===== config.mk =====
export PLATFORM = sky130hd
export DESIGN_NAME = cgr_count_ctrl
export DESIGN_NICKNAME = d
export VERILOG_FILES = /design/src/rtl/cgr_pkg.sv /design/src/rtl/cgr_addr_gen.sv /design/src/rtl/cgr_count_ctrl.sv
export SDC_FILE = /design/constraint.sdc
export NUM_CORES = 1
export LEC_CHECK = 0
export ABC_AREA = 1
export CORE_ASPECT_RATIO = 2
export CORE_MARGIN = 4
export CORE_UTILIZATION = 40
export CTS_CLUSTER_SIZE = 12
export DETAILED_ROUTE_END_ITERATION = 16
export SLEW_MARGIN = 10
export SYNTH_ARGS = -nofsm -noshare
export SYNTH_HDL_FRONTEND = slang
export SYNTH_HIERARCHICAL = 1
export SYNTH_SLANG_ARGS = --single-unit

===== constraint.sdc =====
create_clock -name i_clk -period 4.55 [get_ports i_clk]
set_input_delay 1.1375 -clock i_clk [delete_from_list [all_inputs] [get_ports i_clk]]
set_output_delay 1.1375 -clock i_clk [all_outputs]
set_load 0.05 [all_outputs]

===== src/rtl/cgr_pkg.sv =====
// Shared types and constants for the CGR k-mer counting controller.
`timescale 1ns/1ps
package cgr_pkg;

  localparam int SYM_W = 2;

  typedef enum logic [2:0] {
    IDLE,
    CLEAR,
    COUNT,
    DRAIN,
    READOUT_RD,
    READOUT_OUT,
    DONE
  } state_e;

endpackage


===== src/rtl/cgr_addr_gen.sv =====
// CGR address generator: K-deep x/y shift registers fed by symbol bits {a,b},
// newest symbol in the MSB, with a fill counter that reports a full k-mer.
`timescale 1ns/1ps
module cgr_addr_gen
  import cgr_pkg::*;
#(
  parameter int K = 8
) (
  input  logic             i_clk,
  input  logic             i_rst_n,
  input  logic             i_clr,
  input  logic             i_shift,
  input  logic [SYM_W-1:0] i_sym,
  output logic [2*K-1:0]   o_addr,
  output logic             o_primed
);

  localparam int FILL_W = $clog2(K + 1);

  logic [K-1:0]      r_x;
  logic [K-1:0]      r_y;
  logic [FILL_W-1:0] r_fill;
  logic [K-1:0]      w_x_new;
  logic [K-1:0]      w_y_new;

  assign w_x_new[K-1] = i_sym[1];
  assign w_y_new[K-1] = i_sym[0];

  for (genvar gi = 0; gi < K - 1; gi++) begin : g_shift
    assign w_x_new[gi] = r_x[gi+1];
    assign w_y_new[gi] = r_y[gi+1];
  end

  // Address and primed flag describe the k-mer including the symbol being shifted in.
  assign o_addr   = {w_x_new, w_y_new};
  assign o_primed = (r_fill >= FILL_W'(K - 1));

  always_ff @(posedge i_clk or negedge i_rst_n) begin
    if (!i_rst_n) begin
      r_x    <= '0;
      r_y    <= '0;
      r_fill <= '0;
    end else if (i_clr) begin
      r_x    <= '0;
      r_y    <= '0;
      r_fill <= '0;
    end else if (i_shift) begin
      r_x <= w_x_new;
      r_y <= w_y_new;
      if (r_fill != FILL_W'(K)) begin
        r_fill <= r_fill + 1'b1;
      end
    end
  end

endmodule


===== src/rtl/cgr_count_ctrl.sv =====
// k-mer frequency run controller: CLEAR -> COUNT (read-modify-write increments) -> READOUT.
// Build option: define CGR_CTRL_SKIP_ZERO_EN to suppress zero-count entries during readout.
`timescale 1ns/1ps
module cgr_count_ctrl
  import cgr_pkg::*;
#(
  parameter  int K      = 8,
  parameter  int CNT_W  = 16,
  localparam int ADDR_W = 2 * K
) (
  input  logic              i_clk,
  input  logic              i_rst_n,
  input  logic              i_start,
  input  logic              i_sym_valid,
  input  logic [SYM_W-1:0]  i_sym,
  input  logic              i_sym_last,
  output logic              o_sym_ready,
  output logic [ADDR_W-1:0] o_ram_raddr,
  output logic              o_ram_re,
  input  logic [CNT_W-1:0]  i_ram_rdata,
  output logic [ADDR_W-1:0] o_ram_waddr,
  output logic              o_ram_we,
  output logic [CNT_W-1:0]  o_ram_wdata,
  output logic              o_out_valid,
  output logic [ADDR_W-1:0] o_out_addr,
  output logic [CNT_W-1:0]  o_out_count,
  input  logic              i_out_ready,
  output logic              o_busy,
  output logic              o_done
);

  localparam logic [CNT_W-1:0]  CNT_MAX = '1;
  localparam logic [ADDR_W-1:0] IDX_MAX = '1;

  state_e            r_state;
  state_e            w_state_next;
  logic [ADDR_W-1:0] r_idx;
  logic              r_w_valid;
  logic [ADDR_W-1:0] r_w_addr;
  logic              r_fw_valid;
  logic [ADDR_W-1:0] r_fw_addr;
  logic [CNT_W-1:0]  r_fw_data;
  logic              r_rd_pend;
  logic [CNT_W-1:0]  r_out_count;

  logic              w_accept;
  logic [ADDR_W-1:0] w_kmer_addr;
  logic              w_primed;
  logic [CNT_W-1:0]  w_operand;
  logic [CNT_W-1:0]  w_inc;
  logic [CNT_W-1:0]  w_cur_count;
  logic              w_skip;
  logic              w_advance;
  logic              w_idx_last;

  cgr_addr_gen #(
    .K(K)
  ) u_addr_gen (
    .i_clk   (i_clk),
    .i_rst_n (i_rst_n),
    .i_clr   (r_state == CLEAR),
    .i_shift (w_accept),
    .i_sym   (i_sym),
    .o_addr  (w_kmer_addr),
    .o_primed(w_primed)
  );

  assign w_accept   = (r_state == COUNT) && i_sym_valid;
  assign w_idx_last = (r_idx == IDX_MAX);

  // The RAM cannot yet show the write issued last cycle, so take that value directly.
  assign w_operand = (r_fw_valid && (r_fw_addr == r_w_addr)) ? r_fw_data : i_ram_rdata;
  assign w_inc     = (w_operand == CNT_MAX) ? w_operand : w_operand + CNT_W'(1);

  // Read data lands in the first OUT cycle; afterwards the captured copy holds the entry.
  assign w_cur_count = r_rd_pend ? i_ram_rdata : r_out_count;

`ifdef CGR_CTRL_SKIP_ZERO_EN
  assign w_skip = (r_state == READOUT_OUT) && (w_cur_count == '0);
`else
  assign w_skip = 1'b0;
`endif

  assign w_advance = (r_state == READOUT_OUT) && (w_skip || i_out_ready);

  always_ff @(posedge i_clk or negedge i_rst_n) begin
    if (!i_rst_n) begin
      r_state <= IDLE;
    end else begin
      r_state <= w_state_next;
    end
  end

  always_comb begin
    w_state_next = r_state;
    unique case (r_state)
      IDLE, DONE:  if (i_start) w_state_next = CLEAR;
      CLEAR:       if (w_idx_last) w_state_next = COUNT;
      COUNT:       if (w_accept && i_sym_last) w_state_next = DRAIN;
      DRAIN:       w_state_next = READOUT_RD;
      READOUT_RD:  w_state_next = READOUT_OUT;
      READOUT_OUT: if (w_advance) w_state_next = w_idx_last ? DONE : READOUT_RD;
      default:     w_state_next = IDLE;
    endcase
  end

  always_comb begin
    o_sym_ready = (r_state == COUNT);
    o_busy      = (r_state != IDLE) && (r_state != DONE);
    o_done      = (r_state == DONE);
    o_ram_re    = 1'b0;
    o_ram_raddr = '0;
    o_ram_we    = 1'b0;
    o_ram_waddr = '0;
    o_ram_wdata = '0;
    o_out_valid = 1'b0;
    o_out_addr  = '0;
    o_out_count = '0;
    unique case (r_state)
      CLEAR: begin
        o_ram_we    = 1'b1;
        o_ram_waddr = r_idx;
      end
      COUNT: begin
        o_ram_re    = w_accept && w_primed;
        o_ram_raddr = w_kmer_addr;
      end
      READOUT_RD: begin
        o_ram_re    = 1'b1;
        o_ram_raddr = r_idx;
      end
      READOUT_OUT: begin
        o_out_valid = !w_skip;
        o_out_addr  = r_idx;
        o_out_count = w_cur_count;
      end
      default: ;
    endcase
    // Increment write-back: in COUNT, or in DRAIN for the final symbol.
    if (r_w_valid) begin
      o_ram_we    = 1'b1;
      o_ram_waddr = r_w_addr;
      o_ram_wdata = w_inc;
    end
  end

  always_ff @(posedge i_clk or negedge i_rst_n) begin
    if (!i_rst_n) begin
      r_idx       <= '0;
      r_w_valid   <= 1'b0;
      r_w_addr    <= '0;
      r_fw_valid  <= 1'b0;
      r_fw_addr   <= '0;
      r_fw_data   <= '0;
      r_rd_pend   <= 1'b0;
      r_out_count <= '0;
    end else begin
      r_w_valid  <= w_accept && w_primed;
      r_w_addr   <= w_kmer_addr;
      r_fw_valid <= r_w_valid;
      r_fw_addr  <= r_w_addr;
      r_fw_data  <= w_inc;
      r_rd_pend  <= (r_state == READOUT_RD);
      if (r_rd_pend) begin
        r_out_count <= i_ram_rdata;
      end
      unique case (r_state)
        IDLE, DONE:  if (i_start) r_idx <= '0;
        CLEAR:       r_idx <= r_idx + 1'b1;
        DRAIN:       r_idx <= '0;
        READOUT_OUT: if (w_advance) r_idx <= r_idx + 1'b1;
        default: ;
      endcase
    end
  end

endmodule


# --- After elaboration in Yosys (flattened, before gate mapping) ---
# Index checks and enable logic that the tools add are counted.
totals:
  ff_bits: 106
  elab_cells: 75
  out_inout_bits: 86
  inputBits: 24
op_classes:
  magnitude_cmp: 1
  reduce_logical: 15
  n_mux: 29
  addsub: 3
  eq_ne: 15
op_table:
  columns: ["op", "count"]
  rows:
  - ["$mux 16", 10]
  - ["$pmux 16 s4", 1]
  - ["$add 16x1->16 const B", 2]
  - ["$eq 16x16->1 const B", 2]
  - ["$mux 8", 4]
  - ["$pmux 16 s2", 1]
  - ["$pmux 3 s6", 1]
  - ["$eq 16x16->1", 1]
  - ["$mux 3", 4]
  - ["$mux 4", 3]
  - ["$eq 3x3->1 const B", 3]
  - ["$eq 3x2->1 const B", 2]
  - ["$logic_and 1x1->1", 6]
  - ["$ne 2x2->1 const B", 3]
  - ["$add 4x1->4 const B", 1]
  - ["$ge 4x3->1 const B", 1]
  - ["$ne 4x4->1 const B", 1]
  - ["$reduce_and 4->1", 1]
  - ["$reduce_bool 2->1", 2]
  - ["$reduce_bool 4->1", 1]
  - ["$eq 3x1->1 const B", 1]
  - ["$logic_not 3->1", 1]
  - ["$mux 1", 3]
  - ["$ne 3x3->1 const B", 1]
  - ["other kinds (7)", 7]

# --- Depth between registers and ports, before layout ---
# Gate-level depths: netlist of the first run.
depth:
  ltp_word: 6
  depth_mapped: 19
  ltp_nobuf: 18

# --- Modules after synthesis ---
# Netlist of the first run, hierarchy kept.
modules_own_cells:
  columns: ["mod", "cells_each", "instances", "seq_area_each_um2", "area_per_inst_um2"]
  rows:
  - ["cgr_count_ctrl", 748, 1, 2152.1, 5258.8]
  - ["cgr_addr_gen", 99, 1, 450.4, 859.6]

# --- Worst setup path after synthesis of the first run ---
# Ideal clock, no wire load.
synth_timing:
  path_type: "input-to-output"
  startpoint: "in i_ram_rdata[1]"
  endpoint: "out o_ram_wdata[8]"
  path_buffers: 0
  cell_stages: 9
  slack_ns: 0.623
  arrival_ns: 2.790
  required_time_ns: 3.413
  path_cell_list: "nand2_1 -> nand2_1 -> ha_1 -> nand3_1 -> inv_1 -> nand2_4 -> nor2_1 -> nand2_1 -> a21oi_1"
synth_via:
  elab_chain_len: 4
  elab_cells_between_ends: 5
  classes_between: "add/sub (1); eq/ne (1); mux (3)"
synth_rtl:
  columns: ["element", "line_no", "rtl"]
  rows:
  - ["start, declared", "cgr_count_ctrl.sv:20", "input logic [CNT_W-1:0] i_ram_rdata,"]
  - ["$mux 16 *", "cgr_count_ctrl.sv:72", "assign w_operand = (r_fw_valid && (r_fw_addr == r_w_addr)) ? r_fw_data : i_ram_rdata;"]
  - ["$add 16x1->16 or $eq 16x16->1 (tied branches)", "cgr_count_ctrl.sv:73", "assign w_inc = (w_operand == CNT_MAX) ? w_operand : w_operand + CNT_W'(1);"]
  - ["$mux 16 *", "cgr_count_ctrl.sv:73", null]
  - ["$mux 16 *", "cgr_count_ctrl.sv:140", "if (r_w_valid) begin"]
  - ["end, declared", "cgr_count_ctrl.sv:23", "output logic [CNT_W-1:0] o_ram_wdata,"]
# Every way passes the cells marked *; elsewhere a longest branch is shown, timed or not.

# --- Worst setup path after layout of the first run ---
layout_timing:
  startpoint: "in i_ram_rdata[0]"
  endpoint: "out o_ram_wdata[5]"
# Same word-level chain as after synthesis.

==> results of run 1 <==
==> worst paths after layout <==
check / start / to / slack [ns] / cells after the start
setup / recovery: i_ram_rdata[0] / o_ram_wdata[5] / 0.25 / 13
hold reg to reg: r_w_addr[15] / r_fw_addr[15] / 0.40 / 0
setup reg to reg: r_w_addr[9] / r_fw_data[7] / 1.81 / 18
max in group asynchronous: i_rst_n / r_w_addr[1] / 2.86 / 2
min in group asynchronous: i_rst_n / u_addr_gen/r_x[2] / 0.78 / 1
hold / removal: r_w_addr[15] / r_fw_addr[15] / 0.40 / 0
==> logic make-up (layout without fill, tap and decap cells) <==
group | after synthesis | count (layout) | synth area share
and+or+nand+nor | 473 | 473 | 0.354
buffers and inverters | 171 | 289 | 0.116
DFF | 104 | 104 | 0.425
AOI/OAI and AO/OA | 84 | 84 | 0.0791
xor gates and xnor gates | 11 | 11 | 0.0170
adders and majority gates | 4 | 4 | 0.00818
==> cell usage after synthesis, types with 9 or more instances <==
master,instances,share of area
o21ai_0,54,0.044
nor2_1,87,0.053
clkbuf_1,14,0.0086
dfrtp_1,104,0.43
a21oi_1,9,0.0074
nand2_1,227,0.14
nand4_1,37,0.038
nand2_2,13,0.013
nand3_1,60,0.049
nor3_1,16,0.013
xor2_1,9,0.013
inv_1,133,0.082
==> layout by cell type, fill, tap and decap left out, types with 9 or more instances in the layout <==
cell	synthesis	routed
a21oi_1	9	9
buf_12	0	17
buf_4	6	24
clkbuf_16	0	9
clkdlybuf4s50_1	0	90
dfrtp_1	104	104
inv_1	133	133
nand2_1	227	227
nand2_2	13	13
nand3_1	60	60
nand4_1	37	37
nor2_1	87	86
nor2_2	8	9
nor3_1	16	16
o21ai_0	54	54
xor2_1	9	9
==> report_power, final <==
| group | switching (mW) | total [mW] | leakage [nW] | internal (mW) |
|---|---|---|---|---|
| clock network | 0.389 | 0.777 | 0.143 | 0.388 |
| logic | 1.04 | 1.45 | 2.33 | 0.406 |
| registers | 0.110 | 1.17 | 1.35 | 1.06 |
| total | 1.54 | 3.39 | 3.82 | 1.85 |
==> flip-flops by register name (all words and copies together) (netlist names) <==
register and flops:
r_idx 16, r_w_addr 16, r_fw_addr 16, r_state 3
u_addr_gen/r_fill 4, r_out_count 16, r_w_valid 1, r_fw_data 16
r_fw_valid 1, u_addr_gen/r_y 7, u_addr_gen/r_x 7, r_rd_pend 1
==> critical path, cell delays in order <==
cell and delay, ns:
clkdlybuf4s50_1 0.51, nand2_1 0.08, nand2_2 0.13, ha_1 0.20, nand3_1 0.15, inv_1 0.13
nand2_4 0.07, inv_2 0.12, nand2_8 0.13, inv_1 0.10, nor2_1 0.05, nor2_1 0.17
buf_12 0.16
==> area by class of cell <==
type | instances | area, um2 | share of cell area
tap | 195 | 244 | 0.0308
clock buffer | 9 | 225 | 0.0284
sequential | 104 | 2600 | 0.329
timing repair buffer | 131 | 1420 | 0.179
inverter | 142 | 536 | 0.0676
multi-input combinational | 572 | 2820 | 0.356
clock inverter | 7 | 72.6 | 0.00916
==> layer usage <==
| metal | global-route usage | share of wire |
|---|---|---|
| met1 | 0.249 | 0.33 |
| met2 | 0.480 | 0.56 |
| met3 | 0.0382 | 0.044 |
| met4 | 0.155 | 0.065 |
| met5 | 0 | 0 |
==> what timing repair did <==
action / CTS / global route
hold endpoints to repair: 0 / 0
buffers inserted: 0 / 5
gates resized for setup: 0 / 2
setup endpoints to repair: 0 / 16
==> reports/results.ini, run 1 <==
[setup_path]
crit_arrival_ns = 3.16
start_kind = input pin
required_ns = 3.41
cp_max_fo = 17
path_class = input pin to output port
cp-end-kind = output port

[final_layout]
syn_to_final_growth_pct = 29.4
fillerInstances = 1437
antenna_cells = 0
design_area_um2 = 7920
instances_no_fill = 1160
drive_above_1_share = 0.119
finalNetCount = 988
final_util = 0.532

[synthesis]
synth_top_flop_cell = dfrtp_1
yosysSeqAreaShare = 0.425
yosys_warnings = 6
async_flop_share = 1.00
syn_area_per_cell_um2 = 7.22
netlist_area_um2 = 6120
syn_nets = 875
synth_edf_count = 0
synth_cell_types = 39
synth_seq_cells = 104
syn_inst = 847

[timing]
finalCritPeriodShare = 0.946
fin_ws_ns = 0.248
hold_ws_ns = 0.399
final_max_slew_viol_count = 0
rsz0062_at_grt = no
hold_viol_final = 0
worstMarginPinSlew_ns = 1.02
setup_viol = 0
fmax_ghz = 0.232
fin_crit_ns = 4.30
relSlewSlack = 0.323
finClkSkew_ns = 0.0114
setup_total_negative_slack_ns = 0

[hold_path]
hold_path_class = register to register

[global_route]
grt_pass1_wl_mm = 33.1
gr-usage-all-layers = 0.254
grt_max_degree = 45
grt_overflow = 0
grt_pass1_vias = 6095
antenna_found_initial = 0

[die]
rows = 63
coreArea_um2 = 14900
fp.dieH_um = 183
die_w_um = 95.5
io_pins = 110
initial_utilization = 0.411
die-area_um2 = 17500

[clocking]
clkTransAtPathRegs_ns = 0.08
cts_root_buffer = clkbuf_16
clockBufferDepth = 2
cts_tree = done
cts_hold_buf = 0
cts.sink_count = 104
clkLatencyLatePin_ns = 0.35
cts_made_buffers = 9
ctsHtreeMaxLevel = 3

[flow_run]
max_cap_viol_count = 0

[pwr]
p_leak_nw = 3.82
ir_drop_v = 0.000388
power-per-cell-area_nw_per_um2 = 428
p_total_mw = 3.39

[placement]
place_ws_ns = 0.212
io_buffers = 109
dp.cells = 1139
dp_hpwl_mm = 16.8
gp_congestion = 0.980
place_area_um2 = 7570

[routing]
dr.pass1.iters = 5
detail-route-antenna-nets = 0
wl_per_cell_um = 18.4
viasPerCell = 5.12
wl_mm = 21.3
drc = 0
drtIter0Drc = 303
vias = 5943

[status]
status = finished clean

(Power assumes the default switching activity.)
==> run 2: changes to the inputs <==
--- a/config.mk
+++ b/config.mk
@@ -7,7 +7,7 @@
 export LEC_CHECK = 0
 export ABC_AREA = 1
 export CORE_ASPECT_RATIO = 2
-export CORE_MARGIN = 4
+export CORE_MARGIN = 2
 export CORE_UTILIZATION = 40
 export CTS_CLUSTER_SIZE = 12
 export DETAILED_ROUTE_END_ITERATION = 16
==> reports/results.ini, run 2 (synthesis gave the netlist of run 1 again) <==
[pwr]
power-per-cell-area_nw_per_um2 = 434  ; was 428 nW/um2
ir_drop_v = 0.000439  ; was 0.000388 V
p_leak_nw = 3.85  ; was 3.82 nW
p_total_mw = 3.44  ; was 3.39 mW

[setup_path]
rrSetupSlack_ns = 1.84  ; was 1.81 ns
cp-end-kind = output port  ; unchanged
slowest_stage = clkdlybuf4s50_1  ; unchanged
start_kind = input pin  ; unchanged
required_ns = 3.41  ; about the same
crit_arrival_ns = 3.24  ; was 3.16 ns
crit_chain = clkdlybuf4s50_1 -> nand2_1 -> nand2_2 -> ha_2 -> nand3_1 -> inv_1 -> nand2_4 -> inv_2 -> nand2_4 -> inv_1 -> nor2_1 -> nor2_1 -> buf_12  ; was clkdlybuf4s50_1 -> nand2_1 -> nand2_2 -> ha_1 -> nand3_1 -> inv_1 -> nand2_4 -> inv_2 -> nand2_8 -> inv_1 -> nor2_1 -> nor2_1 -> buf_12
crit_start = i_ram_rdata[0]  ; unchanged
cp_max_fo = 17  ; unchanged
path_class = input pin to output port  ; unchanged
rr_endpoint = r_fw_data[7]  ; unchanged
r2r-start = r_w_addr[14]  ; was r_w_addr[9]
slowest_delay_ns = 0.50  ; was 0.51 ns
reg2regPathDepth = 15  ; was 18

[clocking]
cts_made_buffers = 9  ; unchanged
cts_hold_buf = 0  ; unchanged
clkLatencyLatePin_ns = 0.35  ; about the same
ctsResizeCount = 0  ; unchanged
clkTransAtPathRegs_ns = 0.07  ; was 0.08 ns
ctsHtreeMaxLevel = 3  ; unchanged
cts_root_buffer = clkbuf_16  ; unchanged
post_cts_buffers = 0  ; unchanged
cts.sink_count = 104  ; unchanged
clockBufferDepth = 2  ; unchanged
cts_tree = done  ; unchanged

[placement]
dp.cells = 1143  ; was 1139
gp_congestion = 0.956  ; was 0.980
place_area_um2 = 7590  ; was 7570 um2
dp_hpwl_mm = 14.5  ; was 16.8 mm
io_buffers = 109  ; unchanged

[die]
die_w_um = 91.5  ; was 95.5 um
coreArea_um2 = 15100  ; was 14900 um2
initial_utilization = 0.404  ; was 0.411
rows = 64  ; was 63
die-area_um2 = 16400  ; was 17500 um2
io_pins = 110  ; unchanged
fp.dieH_um = 179  ; was 183 um

[global_route]
grt_overflow = 0  ; unchanged
gr-usage-all-layers = 0.234  ; was 0.254
grt_max_degree = 70  ; was 45
grt_pass1_wl_mm = 30.0  ; was 33.1 mm
grt_pass1_vias = 5613  ; was 6095
antenna_found_initial = 0  ; unchanged

[flow_run]
max_cap_viol_count = 0  ; unchanged

[timing]
fin_crit_ns = 4.38  ; was 4.30 ns
setup_total_negative_slack_ns = 0  ; unchanged
finalCritPeriodShare = 0.963  ; was 0.946
final_max_slew_viol_count = 0  ; unchanged
hold_viol_final = 0  ; unchanged
worstMarginPinSlew_ns = 0.981  ; was 1.02 ns
relSlewSlack = 0.345  ; was 0.323
setup_viol = 0  ; unchanged
rsz0062_at_grt = no  ; unchanged
fmax_ghz = 0.228  ; was 0.232 GHz
finClkSkew_ns = 0.0128  ; was 0.0114 ns

[final_layout]
final_util = 0.524  ; was 0.532
instances_no_fill = 1159  ; was 1160
antenna_cells = 0  ; unchanged
syn_to_final_growth_pct = 29.7  ; was 29.4%
layout_commonest_cell = nand2_1  ; unchanged
layout_common_cells = nand2_1 (227), inv_1 (133), dfrtp_1 (104), clkdlybuf4s50_1 (91), nor2_1 (87)  ; was nand2_1 (227), inv_1 (133), dfrtp_1 (104), clkdlybuf4s50_1 (90), nor2_1 (86)
drive_above_1_share = 0.114  ; was 0.119
finalNetCount = 984  ; was 988
design_area_um2 = 7940  ; was 7920 um2

[routing]
drc = 0  ; unchanged
vias = 5843  ; was 5943
dr.pass1.iters = 5  ; unchanged
wl_per_cell_um = 16.2  ; was 18.4 um
detail-route-antenna-nets = 0  ; unchanged
wl_mm = 18.7  ; was 21.3 mm
viasPerCell = 5.04  ; was 5.12
drtIter0Drc = 449  ; was 303

[hold_path]
min_path_cells = 0  ; unchanged
hp-start = r_w_addr[2]  ; was r_w_addr[15]
hold_end = r_fw_addr[2]  ; was r_fw_addr[15]
hold_path_class = register to register  ; unchanged

[status]
status = finished clean  ; unchanged

run 2: cell count changes in the layout (fill, tap and decap cells not counted), moves of 2 or more:
cell	before	now
buf_4	24	19
nor2_2	9	6
bufinv_16	0	2
clkinv_4	2	0
nor2_4	6	8
run 2: worst max-delay path, delay by kind of cell:
kind	cells	cell delay (ns)
AND/OR/NAND/NOR	7	0.85
buffers and inverters	5	1.01
adder cells (fa/ha/maj)	1	0.24
run 2: metal layers:
metal  wire (um)  vias to the layer above  global-route usage  share of wire
li1            -                     2897                   -              -
met1        8300                     2724               0.322           0.44
met2        8950                      197               0.377           0.48
met3         979                       25              0.0319          0.052
met4         498                        0              0.0827          0.027
met5           0                        -                   0              0
run 2: worst max-delay path by stage:
stage | endpoint | cells after the start
floorplan | o_ram_wdata[8] | 9
global placement | o_ram_wdata[7] | 13
detailed placement | o_ram_wdata[7] | 13
CTS | o_ram_wdata[7] | 13
global route | o_ram_wdata[7] | 13
finish | o_ram_wdata[7] | 13
run 2: power by group:
part           switching [mW]  leakage (nW)  internal (mW)
registers               0.108          1.35           1.06
logic                    1.00          2.33          0.404
clock network           0.371         0.167          0.496
total                    1.48          3.85           1.96
run 2: layout make-up:
class	instances	area, um2
fillers	1475	7200
multi-input cells	572	2820
flip-flops and latches	104	2600
repair buffers	127	1390
inverters	142	536
well taps	198	248
clock buffers	9	225
clock inverters	7	113
run 2: metrics by stage:
| step | hold WS (ns) | setup WS (ns) |
|---|---|---|
| after global placement | 0.377 | 0.196 |
| final | 0.400 | 0.168 |
| after floorplan | 0.352 | 0.623 |
| after global routing | 0.404 | 0.00609 |
| after CTS | 0.399 | 0.128 |
| after detailed placement | 0.383 | 0.133 |
==> run 3: changes to the inputs <==
==> constraint.sdc (replaced) <==
create_clock -name i_clk -period 4.51 [get_ports i_clk]
set_input_delay 1.1275 -clock i_clk [delete_from_list [all_inputs] [get_ports i_clk]]
set_output_delay 1.1275 -clock i_clk [all_outputs]
set_load 0.05 [all_outputs]
==> reports/results.ini, run 3 (synthesis gave the netlist of run 1 again) <==
[status]
status = finished clean  ; unchanged

[global_route]
grt_max_degree = 81  ; was 70
gr-usage-all-layers = 0.234  ; about the same
antenna_found_initial = 0  ; unchanged
grt_pass1_wl_mm = 29.9  ; was 30.0 mm
grt_pass1_vias = 5641  ; was 5613
grt_overflow = 0  ; unchanged

[timing]
setup_total_negative_slack_ns = 0  ; unchanged
final_max_slew_viol_count = 0  ; unchanged
fmax_ghz = 0.233
finClkSkew_ns = 0.0135  ; was 0.0128 ns
setup_viol = 0  ; unchanged
fin_crit_ns = 4.30
relSlewSlack = 0.331  ; was 0.345
worstMarginPinSlew_ns = 1.00  ; was 0.981 ns
hold_viol_final = 0  ; unchanged
finalCritPeriodShare = 0.952
rsz0062_at_grt = no  ; unchanged
fin_ws_ns = 0.214  ; was 0.168 ns

[setup_path]
crit_arrival_ns = 3.17  ; was 3.24 ns
crit_start = r_w_addr[14]  ; was i_ram_rdata[0]
path_class = register to output port  ; was input pin to output port
cp-end-kind = output port  ; unchanged
start_kind = register  ; was input pin
reg2regPathDepth = 15  ; unchanged
required_ns = 3.38  ; was 3.41 ns
cp_max_fo = 14  ; was 17
r2r-start = r_w_addr[14]  ; unchanged

[hold_path]
hp-start = r_w_addr[2]  ; unchanged
hold_path_class = register to register  ; unchanged
min_path_cells = 0  ; unchanged

[die]
die_w_um = 91.5  ; unchanged
io_pins = 110  ; unchanged
coreArea_um2 = 15100  ; unchanged
rows = 64  ; unchanged
fp.dieH_um = 179  ; unchanged
initial_utilization = 0.404  ; unchanged
die-area_um2 = 16400  ; unchanged

[pwr]
ir_drop_v = 0.000524  ; was 0.000439 V
p_sw_mw = 1.49  ; was 1.48 mW
p_total_mw = 3.37  ; was 3.44 mW
swShare = 0.443  ; was 0.431
pwr-share-comb = 0.421  ; was 0.409
internal_power_mw = 1.87  ; was 1.96 mW
p_leak_nw = 3.83  ; was 3.85 nW
power-per-cell-area_nw_per_um2 = 427  ; was 434 nW/um2
p_seq_frac = 0.348  ; was 0.339
clock_power_share = 0.231  ; was 0.252

[routing]
drc = 0  ; unchanged
dr.pass1.iters = 5  ; unchanged
vias = 5837  ; was 5843
viasPerCell = 5.04  ; about the same
wl_per_cell_um = 16.0  ; was 16.2 um
detail-route-antenna-nets = 0  ; unchanged
wl_mm = 18.5  ; was 18.7 mm
drtIter0Drc = 374  ; was 449

[final_layout]
syn_to_final_growth_pct = 28.9  ; was 29.7%
final_util = 0.521  ; was 0.524
drive_above_1_share = 0.117  ; was 0.114
finalNetCount = 984  ; unchanged
antenna_cells = 0  ; unchanged
layout_commonest_cell = nand2_1  ; unchanged
layout_common_cells = nand2_1 (226), inv_1 (133), dfrtp_1 (104), clkdlybuf4s50_1 (91), nor2_1 (86)  ; was nand2_1 (227), inv_1 (133), dfrtp_1 (104), clkdlybuf4s50_1 (91), nor2_1 (87)

[clocking]
cts.sink_count = 104  ; unchanged
clkTransAtPathRegs_ns = 0.07  ; about the same
cts_made_buffers = 9  ; unchanged
cts_tree = done  ; unchanged
clkLatencyLatePin_ns = 0.35  ; about the same
cts_hold_buf = 0  ; unchanged
ctsHtreeMaxLevel = 3  ; unchanged
cts_root_buffer = clkbuf_16  ; unchanged
clockBufferDepth = 2  ; unchanged

[placement]
place_ws_ns = 0.142  ; was 0.133 ns
gp_congestion = 0.919  ; was 0.956
dp_hpwl_mm = 14.2  ; was 14.5 mm
io_buffers = 109  ; unchanged

[flow_run]
max_cap_viol_count = 0  ; unchanged

run 3: area by class of cell:
| type | count | area, um2 |
|---|---|---|
| Sequential cell | 104 | 2600 |
| Inverter | 142 | 536 |
| Clock inverter | 6 | 50.0 |
| Fill cell | 1460 | 7250 |
| Timing Repair Buffer | 127 | 1390 |
| Clock buffer | 10 | 239 |
| Multi-Input combinational cell | 572 | 2820 |
| Tap cell | 198 | 248 |
run 3: metrics by stage:
stage | hold WS, ns | cells | cell area [um2]
CTS | 0.399 | 1158 | 7870
finish | 0.399 | 1159 | 7890
global route | 0.411 | 1159 | 7890
global placement | 0.377 | 1142 | 7580
detailed placement | 0.382 | 1142 | 7580
floorplan | 0.352 | 847 | 6120
run 3: worst paths after layout:
kind,end,slack (ns)
max,o_ram_wdata[7],0.21
min,r_fw_addr[2],0.40
max reg2reg,r_fw_data[7],1.72
min reg2reg,r_fw_addr[2],0.40
max in group asynchronous,r_fw_data[2],2.77
min in group asynchronous,u_addr_gen/r_fill[0],0.95
run 3: layer usage:
layer,up-vias,share of wire,global-route usage,routed length [um]
li1,2886,-,-,-
met1,2751,0.45,0.320,8420
met2,172,0.47,0.375,8790
met3,28,0.043,0.0282,800
met4,0,0.028,0.0979,524
met5,-,0,0,0
run 3: critical path: stages, from the launching register on:
cell	delay [ns]
dfrtp_1	0.43
xnor2_2	0.20
nand3_1	0.11
nor2_2	0.32
nand3_2	0.17
nand2_1	0.10
nand2_2	0.08
ha_2	0.23
nand3_1	0.14
inv_1	0.09
nand2_4	0.10
inv_2	0.06
nand2_4	0.18
inv_1	0.10
nor2_1	0.28
nor2_2	0.09
buf_12	0.16
run 3: power by group through the flow:
stage	Sequential, mW	Clock (mW)	Combinational (mW)
after floorplan	1.15	0	1.01
after global placement	1.19	0	1.41
after detailed placement	1.19	0	1.42
after CTS	1.17	0.794	1.42
after global routing	1.19	0.825	1.55
final	1.17	0.778	1.42
run 3: timing repair:
action | CTS | global route
setup buffers | 0 | 1
setup endpoints to repair | 0 | 4
gates resized for setup | 0 | 4
